<file path="config.mk">
export PLATFORM = sky130hd
export DESIGN_NAME = sv_uart_tx_arb_flat
export DESIGN_NICKNAME = d
export VERILOG_FILES = /design/src/rtl/sv_uart_pkg.sv /design/src/rtl/sv_uart_tx_arb_if.sv /design/src/rtl/sv_uart_rr_pick.sv /design/src/rtl/sv_uart_tx_arb.sv /design/src/flat_wrapper.sv
export SDC_FILE = /design/constraint.sdc
export NUM_CORES = 1
export LEC_CHECK = 0
export ABC_CLOCK_PERIOD_IN_PS = 5280
export CAP_MARGIN = 20
export CORE_MARGIN = 5
export CORE_UTILIZATION = 35
export CTS_BUF_LIST = sky130_fd_sc_hd__clkbuf_8
export CTS_CLUSTER_SIZE = 28
export DETAILED_ROUTE_END_ITERATION = 8
export PLACE_DENSITY = 0.76
export SLEW_MARGIN = 20
export SYNTH_ARGS = -nofsm -noshare
export SYNTH_HDL_FRONTEND = slang
export SYNTH_SLANG_ARGS = --single-unit
</file>
<file path="constraint.sdc">
create_clock -name iclk -period 5.28 [get_ports iclk]
set_input_delay 1.584 -clock iclk [delete_from_list [all_inputs] [get_ports iclk]]
set_output_delay 1.584 -clock iclk [all_outputs]
set_load 0.01 [all_outputs]
</file>
<file path="src/rtl/sv_uart_pkg.sv">
// Shared types and helpers for the UART transmit arbiter.
package sv_uart_pkg;

  typedef enum logic [1:0] {
    ST_IDLE = 2'd0,
    ST_ARB  = 2'd1,
    ST_XFER = 2'd2
  } arb_state_t;

  // Port-id width; never narrower than one bit.
  function automatic int id_width(input int n);
    return (n > 1) ? $clog2(n) : 1;
  endfunction

endpackage

</file>
<file path="src/rtl/sv_uart_tx_arb_if.sv">
// Stream bundle between the requesters, the arbiter and the UART transmitter.
// The slave modport is the arbiter's view; master is the surrounding system.
interface sv_uart_tx_arb_if #(
  parameter int N_PORTS    = 4,
  parameter int DATA_WIDTH = 8
);
  import sv_uart_pkg::*;

  localparam int ID_WIDTH = id_width(N_PORTS);

  logic [N_PORTS-1:0][DATA_WIDTH-1:0] s_axis_tdata;
  logic [N_PORTS-1:0]                 s_axis_tvalid;
  logic [N_PORTS-1:0]                 s_axis_tlast;
  logic [N_PORTS-1:0]                 s_axis_tready;
  logic [DATA_WIDTH-1:0]              m_axis_tdata;
  logic                               m_axis_tvalid;
  logic                               m_axis_tready;
  logic [ID_WIDTH-1:0]                m_axis_tid;

  modport slave (
    input  s_axis_tdata, s_axis_tvalid, s_axis_tlast, m_axis_tready,
    output s_axis_tready, m_axis_tdata, m_axis_tvalid, m_axis_tid
  );

  modport master (
    output s_axis_tdata, s_axis_tvalid, s_axis_tlast, m_axis_tready,
    input  s_axis_tready, m_axis_tdata, m_axis_tvalid, m_axis_tid
  );

endinterface

</file>
<file path="src/rtl/sv_uart_rr_pick.sv">
// Rotating-priority picker: first set req bit at or after ptr, wrapping.
module sv_uart_rr_pick
  import sv_uart_pkg::*;
#(
  parameter int N_PORTS  = 4,
  parameter int ID_WIDTH = id_width(N_PORTS)
) (
  input  logic [N_PORTS-1:0]  req,
  input  logic [ID_WIDTH-1:0] ptr,
  output logic [N_PORTS-1:0]  gnt,
  output logic [ID_WIDTH-1:0] id
);

  logic [ID_WIDTH:0]   sum;
  logic [ID_WIDTH-1:0] idx;
  logic                found;

  // Walk the ports starting at ptr; the first hit wins.
  always_comb begin
    gnt   = '0;
    id    = '0;
    found = 1'b0;
    sum   = '0;
    idx   = '0;
    for (int i = 0; i < N_PORTS; i++) begin
      sum = {1'b0, ptr} + (ID_WIDTH+1)'(i);
      if (sum >= (ID_WIDTH+1)'(N_PORTS)) sum = sum - (ID_WIDTH+1)'(N_PORTS);
      idx = sum[ID_WIDTH-1:0];
      if (!found && req[idx]) begin
        found    = 1'b1;
        gnt[idx] = 1'b1;
        id       = idx;
      end
    end
  end

endmodule

</file>
<file path="src/rtl/sv_uart_tx_arb.sv">
// Round-robin arbiter funnelling N stream requesters into one UART
// transmitter. A grant is held for a whole message (until tlast) so
// characters of different messages never interleave.
module sv_uart_tx_arb
  import sv_uart_pkg::*;
#(
  parameter int N_PORTS    = 4,
  parameter int DATA_WIDTH = 8
) (
  input  logic               iclk,
  input  logic               irst,
  sv_uart_tx_arb_if.slave    bus,
  input  logic [N_PORTS-1:0] iport_ena,
  output logic [N_PORTS-1:0] ogrant,
  output logic               obusy
);

  localparam int ID_WIDTH = id_width(N_PORTS);
  localparam logic [ID_WIDTH-1:0] LAST_ID = ID_WIDTH'(N_PORTS - 1);

  arb_state_t            state;
  logic [ID_WIDTH-1:0]   rr_ptr;
  logic [ID_WIDTH-1:0]   gid_q;
  logic [N_PORTS-1:0]    gnt_q;
  logic [ID_WIDTH-1:0]   pick_id;
  logic [N_PORTS-1:0]    pick_gnt;
  logic [N_PORTS-1:0]    req;
  logic                  m_vld_q;
  logic [DATA_WIDTH-1:0] m_data_q;
  logic [ID_WIDTH-1:0]   m_tid_q;
  logic                  out_free;
  logic                  accept;
  logic                  beat_last;
  logic [DATA_WIDTH-1:0] beat_data;

  assign req = bus.s_axis_tvalid & iport_ena;

  sv_uart_rr_pick #(
    .N_PORTS  (N_PORTS),
    .ID_WIDTH (ID_WIDTH)
  ) u_pick (
    .req (req),
    .ptr (rr_ptr),
    .gnt (pick_gnt),
    .id  (pick_id)
  );

  // Output register can take a beat when empty or draining this cycle;
  // ready depends only on registered state and m_axis_tready.
  assign out_free          = !m_vld_q || bus.m_axis_tready;
  assign bus.s_axis_tready = (state == ST_XFER && out_free) ? gnt_q : '0;
  assign accept            = |(bus.s_axis_tvalid & bus.s_axis_tready);
  assign beat_data         = bus.s_axis_tdata[gid_q];
  assign beat_last         = bus.s_axis_tlast[gid_q];

  // Arbitration FSM: idle -> pick one port -> hold it until its tlast beat.
  always_ff @(posedge iclk) begin
    if (irst) begin
      state  <= ST_IDLE;
      rr_ptr <= '0;
      gnt_q  <= '0;
      gid_q  <= '0;
    end else begin
      case (state)
        ST_IDLE: if (|req) state <= ST_ARB;
        ST_ARB: begin
          // Request may have vanished since idle; fall back with no grant.
          if (|pick_gnt) begin
            gnt_q <= pick_gnt;
            gid_q <= pick_id;
            state <= ST_XFER;
          end else begin
            state <= ST_IDLE;
          end
        end
        ST_XFER: begin
          // Enable/valid drops mid-message are ignored; only tlast releases.
          if (accept && beat_last) begin
            gnt_q  <= '0;
            rr_ptr <= (gid_q == LAST_ID) ? '0 : gid_q + 1'b1;
            state  <= ST_IDLE;
          end
        end
        default: state <= ST_IDLE;
      endcase
    end
  end

  // Single output stage: load on accept, otherwise drop valid on hand-off.
  always_ff @(posedge iclk) begin
    if (irst) begin
      m_vld_q  <= 1'b0;
      m_data_q <= '0;
      m_tid_q  <= '0;
    end else if (accept) begin
      m_vld_q  <= 1'b1;
      m_data_q <= beat_data;
      m_tid_q  <= gid_q;
    end else if (bus.m_axis_tready) begin
      m_vld_q  <= 1'b0;
    end
  end

  assign bus.m_axis_tvalid = m_vld_q;
  assign bus.m_axis_tdata  = m_data_q;
  assign bus.m_axis_tid    = m_tid_q;
  assign ogrant            = gnt_q;
  assign obusy             = (state == ST_XFER) || m_vld_q;

endmodule

</file>
<file path="src/flat_wrapper.sv">
// flat-port wrapper written by rule: the top's interface ports become plain ports
module sv_uart_tx_arb_flat import sv_uart_pkg::*;
#(
  parameter int N_PORTS    = 4,
  parameter int DATA_WIDTH = 8
)
  (iclk, irst, iport_ena, ogrant, obusy, bus_s_axis_tdata, bus_s_axis_tvalid, bus_s_axis_tlast, bus_m_axis_tready, bus_s_axis_tready, bus_m_axis_tdata, bus_m_axis_tvalid, bus_m_axis_tid);
  sv_uart_tx_arb_if #(.N_PORTS(N_PORTS), .DATA_WIDTH(DATA_WIDTH)) bus_i ();
  input  logic iclk;
  input  logic irst;
  input  logic [N_PORTS-1:0] iport_ena;
  output logic [N_PORTS-1:0] ogrant;
  output logic obusy;
  input wire logic [$bits(bus_i.s_axis_tdata)-1:0] bus_s_axis_tdata;
  input wire logic [$bits(bus_i.s_axis_tvalid)-1:0] bus_s_axis_tvalid;
  input wire logic [$bits(bus_i.s_axis_tlast)-1:0] bus_s_axis_tlast;
  input wire logic [$bits(bus_i.m_axis_tready)-1:0] bus_m_axis_tready;
  output wire logic [$bits(bus_i.s_axis_tready)-1:0] bus_s_axis_tready;
  output wire logic [$bits(bus_i.m_axis_tdata)-1:0] bus_m_axis_tdata;
  output wire logic [$bits(bus_i.m_axis_tvalid)-1:0] bus_m_axis_tvalid;
  output wire logic [$bits(bus_i.m_axis_tid)-1:0] bus_m_axis_tid;
  assign bus_i.s_axis_tdata = bus_s_axis_tdata;
  assign bus_i.s_axis_tvalid = bus_s_axis_tvalid;
  assign bus_i.s_axis_tlast = bus_s_axis_tlast;
  assign bus_i.m_axis_tready = bus_m_axis_tready;
  assign bus_s_axis_tready = bus_i.s_axis_tready;
  assign bus_m_axis_tdata = bus_i.m_axis_tdata;
  assign bus_m_axis_tvalid = bus_i.m_axis_tvalid;
  assign bus_m_axis_tid = bus_i.m_axis_tid;
  sv_uart_tx_arb #(.N_PORTS(N_PORTS), .DATA_WIDTH(DATA_WIDTH)) u_core (.iclk(iclk), .irst(irst), .bus(bus_i), .iport_ena(iport_ena), .ogrant(ogrant), .obusy(obusy));
endmodule
</file>
Yosys cells after proc, flatten, opt, wreduce, memory -nomap -nowiden
Index checks and enable logic that the tools add are counted.
W data, S select, Z words.
- bits of input ports: 47
- word-level logic and storage cells: 110
- register bits: 21
- output and inout bits: 20
- bitwise logic cells: 5
- add/sub/neg operators: 8
- multiplexer cells: 46
- magnitude comparators: 13
- equal/unequal tests: 6
- reduce and logical (&&, ||, !) cells: 25
- operator list (kind ; number):
    $mux W4 ; 7
    $mux W2 ; 12
    $bmux W8 S2 ; 1
    $lt A2 B3 Y1 const B ; 5
    $mux W1 ; 14
    $or A4 B4 Y4 ; 3
    $reduce_or A4 Y1 ; 3
    $bmux W1 S2 ; 5
    $ge A3 B3 Y1 const B ; 3
    $logic_and A1 B1 Y1 ; 9
    $and A4 B4 Y4 ; 2
    $demux W1 S2 ; 4
    $ge A2 B1 Y1 const B ; 4
    $mux W8 ; 1
    $pmux W4 S2 ; 1
    $sub A2 B1 Y2 const B ; 4
    $add A2 B2 Y3 const B ; 2
    $pmux W2 S3 ; 1
    $reduce_and A2 Y1 ; 3
    $eq A2 B2 Y1 const B ; 2
    $logic_not A1 Y1 ; 4
    $ne A2 B1 Y1 const B ; 2
    $reduce_bool A2 Y1 ; 2
    $add A2 B1 Y3 const B ; 1
    other kinds (7) ; 8

Depth between registers and ports, before layout
Gate-level depths: netlist of run 1.
- depth after elaboration: 17
- mapped depth: 10
- mapped depth without buffers: 9

Modules after synthesis
A second synthesis of run 1 with hierarchy kept.
- cell total of the unflattened synthesis: 183
- area total of the unflattened synthesis: 1599.0 µm²
- by module, submodules not included (module ; cells an instance ; seq. area each (µm²) ; instances ; area an instance (µm²)):
    sv_uart_tx_arb ; 118 ; 420.4 ; 1 ; 1109.8
    sv_uart_rr_pick ; 65 ; 0.0 ; 1 ; 489.2

Least setup slack after synthesis of run 1
OpenSTA, ideal clock, no wires.
- kind: input to output
- from: input port bus_m_axis_tready
- to: output port bus_s_axis_tready[0]
- path buffers: 0
- setup slack: 1.683 ns
- data required time: 3.696 ns
- arrival time: 2.013 ns
- stages on the path: 3
- cell sequence: inv_1 -> a21oi_1 -> and2_1
- longest elaborated chain between the ends: 3
- RTL lines (what ; line ; source):
    from (decl) ; flat_wrapper.sv:17 ; input wire logic [$bits(bus_i.m_axis_tready)-1:0] bus_m_axis_tready;
    $logic_or A1 B1 Y1 ; sv_uart_tx_arb.sv:50 ; assign out_free = !m_vld_q || bus.m_axis_tready;
    $logic_and A1 B1 Y1 ; sv_uart_tx_arb.sv:51 ; assign bus.s_axis_tready = (state == ST_XFER && out_free) ? gnt_q : '0;
    $mux W4 ; sv_uart_tx_arb.sv:51 ;
    to (decl) ; flat_wrapper.sv:18 ; output wire logic [$bits(bus_i.s_axis_tready)-1:0] bus_s_axis_tready;
Every way passes these cells.

Worst setup path after layout of run 1
- from: input port bus_m_axis_tready
- to: output port bus_s_axis_tready[2]
Same word-level chain as after synthesis.

==> metrics.cfg, run 1 <==
[worst_hold_path]
hold_class=reg -> reg
min_from=u_core.bus.m_axis_tdata[5]
hold_end=u_core.bus.m_axis_tdata[5]
hold_depth=2

[cells_and_area]
fill_cells=406
multi_input_area_sq_mm=0.001090
fin_cells=270
drive_gt1_share_pct=12.39
antennaDiodeCount=0
syn_to_final_growth_pct=47.75
design_area_sq_mm=0.002303
final_nets=275
seq_area_sq_um=420.4

[pwr]
vdd_drop_max_v=0.00007899
total_power_uw=360.2
power_density_mw_per_mm2=156.4
p_leak_nw=0.8070

[synthesis]
synth_seq_area_share_pct=26.97
syn_nets=211
async_reset_ff_share_pct=0
synth-main-ff-cell=dfxtp_1
synth_cell_type_count=39
ys_ff_latch=21
syn_area_sq_mm=0.001559
synth_common_cells=21 x dfxtp_1, 16 x nor2_1, 14 x mux2i_1, 10 x mux4_2, 9 x ha_1
yosysWarnings=0
synth_most_common_cell=dfxtp_1
syn_avg_cell_area_sq_um=10.06
ys_top_cells_by_area=dfxtp_1 27%, mux4_2 14%, mux2i_1 9.0%
yosys.area.top_type=dfxtp_1
synth_edf_count=0
synth_cells=155
synth.top_cell.area_share_pct=26.97

[clock_network]
clock_sinks=21
cts_hold_buffers=0
cts_buffer_depth=2
postCtsSetupBuffers=0
tritoncts=yes
htree_levels=1
cts_root_buffer=clkbuf_8
insertion_delay_ns=0.26
cts_resized=0
cts_made_buffers=3
clkSlewWorstSetupHoldPaths_ns=0.08

[worst_setup_path]
cp_data_required_time_ns=3.70
worstSetupPathType=in -> out
critical_path.max_fanout=5
regToRegSetupSlack_ns=1.85
crit_arrival_ns=3.06
reg2reg_depth=9
end_kind=output port
r2r_end=u_core.ogrant[0]
r2r_start=u_core.rr_ptr[0]
worst_setup_path_start_kind=input port

[place]
portBuffers=66
gp_congestion=0.8343
place_inst=266
dp_hpwl_um=3421
postPlaceCellArea_sq_mm=0.002258

[grt]
grt_util_met3_pct=2.576
use_met1_pct=17.31
track_usage_pct=14.43
grt_pass1_vias=1407
antenna_found_initial=0
grt_max_degree=20
grt.overflow.total=0
grt_use_met2_pct=25.72
grt_first_pass_wirelength_um=6913
busiest_layer=met2

[floorplan]
coreArea_sq_mm=0.004324
rows=24
dieHeight_um=76.74
fp.dieW_um=76.74
io_pins=67
die_area_sq_mm=0.005889
start_util_pct=36.05

[status]
status=complete, no violations

[detailed_routing]
routed_wl_um=4261
drt-initial-drc-count=89
drtAntennaViolNets=0
vias=1448
routed_via_density=5.363
dr.pass1.iters=4
wl_per_cell_um=15.78
drc=0

[timing]
skew_ns=0.006432
tightest_slew_ns=0.6942
whs_ns=0.5001
grt_setup_unrepaired=false
final.min_clock_period_ns=4.640
max_freq_mhz=215.5
setup_viol=0
fin_crit_sh_pct=87.89
hold_violations=0
slew_headroom_pct=53.58
slew_violations=0
setup-tns-final_ns=0

[job]
maxCapViolCount=0

area by class of cell:
cell class	instances	area share (%)
inverters	4	0.6518
multi-input cells	122	47.31
clock inverters	1	0.1630
repair buffers	67	29.01
well taps	52	2.825
clock buffers	3	1.793
flip-flops and latches	21	18.25
worst max-delay path by stage:
stage                      start                    to  slack, ns  cells past startpoint
2_1_floorplan  bus_m_axis_tready  bus_s_axis_tready[0]       1.68                      3
6_report       bus_m_axis_tready  bus_s_axis_tready[2]       0.64                      5
4_1_cts        bus_m_axis_tready  bus_s_axis_tready[2]       0.61                      5
3_5_place_dp   bus_m_axis_tready  bus_s_axis_tready[0]       0.61                      5
3_3_place_gp   bus_m_axis_tready  bus_s_axis_tready[2]       0.60                      5
5_1_grt        bus_m_axis_tready  bus_s_axis_tready[2]       0.55                      5
critical path, cell delays in order:
cell and delay, ns:
clkdlybuf4s50_1 0.45, inv_1 0.05, a21oi_1 0.27, and2_1 0.17, clkdlybuf4s50_1 0.53
cell families after synthesis:
kind of cell | after synthesis | synth area share (%)
buf+inv | 12 | 3.129
fa+ha+maj | 9 | 7.223
mux | 25 | 24.88
compound gates | 35 | 19.66
flops | 21 | 26.97
simple gates | 53 | 18.14
cell usage in the layout (no fill, tap or decap), types with 5 or more instances in the layout:
cell type        Yosys  routed
a21oi_1              8       8
and2_1               6       6
clkdlybuf4s50_1      0      66
dfxtp_1             21      21
ha_1                 9       9
inv_1                4       5
mux2i_1             14      14
mux4_2              10      10
nand2_1              7       7
nor2_1              16      16
power by group:
group / internal (mW) / switching (mW) / leakage, nW
clock network: 0.0518 / 0.0527 / 0.0269
logic: 0.0575 / 0.0312 / 0.610
registers: 0.162 / 0.00524 / 0.170
total: 0.271 / 0.0891 / 0.807
per-stage QoR:
step           utilization [%]  setup WS [ns]
2_1_floorplan                -          1.683
3_3_place_gp             52.23         0.6016
3_5_place_dp             52.23         0.6115
4_1_cts                  53.27         0.6067
5_1_grt                  53.27         0.5508
6_report                 53.27         0.6396
metal layers:
layer	vias to the layer above	share of wire, %
li1	732	-
met1	685	41
met2	29	54
met3	2	4.0
met4	0	0.80
met5	-	0
flip-flops by register name (all words and copies together) (netlist names):
register and cells:
u_core.gid_q 2, u_core.ogrant 4, u_core.state 2, u_core.bus.m_axis_tid 2
u_core.bus.m_axis_tdata 8, u_core.bus.m_axis_tvalid 1, u_core.rr_ptr 2
Power figures use the tool's default switching activity.
==> run 2, diff against run 1 <==
Settings changed: CORE_ASPECT_RATIO from default to 0.6.
==> run 2 against run 1 <==
Effect of this change: combinational power is 1% higher; sequential share of layout area is 0.079 points lower; utilization is 1.7 points higher; clock skew is 0.0044 ns lower; cell area is 0.43% higher; sequential cell count stayed put; via count is 1.4% higher; largest cell class unchanged.
==> metrics.cfg, run 2 (synthesis results as in run 1) <==
[grt]
antenna_found_initial=0  ; unchanged
grt_pass1_vias=1392  ; -1.1%
grt_use_met2_pct=20.71  ; -5.0 points
grt_first_pass_wirelength_um=6630  ; -4.1%
grt.overflow.total=0  ; unchanged
grt_max_degree=20  ; unchanged
use_met1_pct=22.74  ; +5.4 points
busiest_layer=met1
grt_util_met3_pct=2.647  ; +0.071 points
track_usage_pct=14.58  ; +0.15 points

[clock_network]
cts_root_buffer=clkbuf_8
insertion_delay_ns=0.26  ; about the same
clkSlewWorstSetupHoldPaths_ns=0.07  ; about the same
tritoncts=yes
htree_levels=1  ; unchanged
clock_sinks=21  ; unchanged
cts_hold_buffers=0  ; unchanged
cts_made_buffers=3  ; unchanged
postCtsSetupBuffers=0  ; unchanged
cts_resized=0  ; unchanged
cts_buffer_depth=2  ; unchanged

[timing]
max_freq_mhz=214.6  ; -0.44%
skew_ns=0.001994  ; -0.004438 ns
slew_headroom_pct=52.55  ; -1.0 points
setup_viol=0  ; unchanged
fin_crit_sh_pct=88.27  ; +0.39 points
setup-tns-final_ns=0  ; unchanged
grt_setup_unrepaired=false
tightest_slew_ns=0.7107  ; +0.01653 ns
whs_ns=0.4950  ; -0.005059 ns
slew_violations=0  ; unchanged
final.min_clock_period_ns=4.661  ; +0.02035 ns
hold_violations=0  ; unchanged
fin_ws_ns=0.6193  ; -0.02035 ns

[worst_setup_path]
worstSetupPathType=in -> out
critical_path.max_fanout=5  ; unchanged
cp_data_required_time_ns=3.70  ; about the same
worst_setup_path_start_kind=input port
crit_arrival_ns=3.08  ; +0.02 ns
end_kind=output port

[detailed_routing]
drc=0  ; unchanged
routed_wl_um=4354  ; +2.2%
drt-initial-drc-count=53  ; -40%
dr.pass1.iters=4  ; unchanged
wl_per_cell_um=15.66  ; -0.76%
drtAntennaViolNets=0  ; unchanged
vias=1468  ; +1.4%
routed_via_density=5.281  ; -1.5%

[cells_and_area]
final_nets=275  ; unchanged
antennaDiodeCount=0  ; unchanged
mostFrequentLayoutCell=clkdlybuf4s50_1
drive_gt1_share_pct=12.39  ; unchanged
largest_reg_flops=8  ; unchanged
multi_input_area_sq_mm=0.001090  ; unchanged
syn_to_final_growth_pct=48.39
mostFrequentLayoutCells=66 x clkdlybuf4s50_1, 21 x dfxtp_1, 16 x nor2_1, 14 x mux2i_1, 10 x mux4_2
seq_area_sq_um=420.4  ; unchanged
fill_cells=388  ; -4.4%

[floorplan]
rows=18  ; -25%
coreArea_sq_mm=0.004212  ; -2.6%
die_area_sq_mm=0.005933  ; +0.74%
io_pins=67  ; unchanged
fp.dieW_um=96.16  ; +25%
start_util_pct=37.02  ; +0.96 points
dieHeight_um=61.70  ; -20%

[pwr]
power_density_mw_per_mm2=156.3  ; about the same
p_leak_nw=0.8070  ; unchanged
vdd_drop_max_v=0.00008159  ; +3.3%

[place]
dpl_worst_slack_ns=0.6200  ; +0.008485 ns
portBuffers=66  ; unchanged
dp_hpwl_um=3582  ; +4.7%
gp_congestion=0.8777  ; +5.2%

[worst_hold_path]
hold_class=reg -> reg

[job]
maxCapViolCount=0  ; unchanged

[status]
status=complete, no violations

-- run 2: cell counts in the layout (fill, tap and decap cells not counted) --
No cell type changed its count.
-- run 2: metrics by stage --
| step | utilization (%) | power [mW] | instance area (sq um) | std cells |
|---|---|---|---|---|
| 6_report | 54.93 | 0.3615 | 2313 | 278 |
| 5_1_grt | 54.93 | 0.3802 | 2313 | 278 |
| 4_1_cts | 54.93 | 0.3647 | 2313 | 278 |
| 3_5_place_dp | 53.86 | 0.2605 | 2268 | 274 |
| 3_3_place_gp | 53.86 | 0.2593 | 2268 | 274 |
| 2_1_floorplan | - | 0.2121 | 1559 | 155 |
-- run 2: power breakdown --
| group | total (mW) | internal [mW] | leakage (nW) | switching (mW) |
|---|---|---|---|---|
| combinational | 0.0897 | 0.0575 | 0.610 | 0.0322 |
| clock | 0.105 | 0.0519 | 0.0269 | 0.0528 |
| sequential | 0.167 | 0.162 | 0.170 | 0.00527 |
| total | 0.362 | 0.271 | 0.807 | 0.0903 |
-- run 2: metal layers --
metal	wire, um	vias up
li1	-	725
met1	2115	686
met2	1920	52
met3	276	5
met4	42	0
met5	0	-
-- run 2: critical path, stage by stage --
cell             delay, ns
clkdlybuf4s50_1       0.45
inv_1                 0.05
a21oi_1               0.27
and2_1                0.18
clkdlybuf4s50_1       0.53
-- run 2: final timing paths --
path | startpoint | end | slack [ns] | cells after the start
min reg2reg | u_core.bus.m_axis_tdata[3] | u_core.bus.m_axis_tdata[3] | 0.50 | 2
min | u_core.bus.m_axis_tdata[3] | u_core.bus.m_axis_tdata[3] | 0.50 | 2
max reg2reg | u_core.rr_ptr[0] | u_core.ogrant[1] | 1.87 | 9
max | bus_m_axis_tready | bus_s_axis_tready[3] | 0.62 | 5
-- run 2: layout make-up --
cell class,count,area share (%)
repair buffers,67,28.88
clock buffers,3,1.785
clock inverters,1,0.1622
multi-input cells,122,47.11
flip-flops and latches,21,18.17
inverters,4,0.6490
well taps,60,3.245
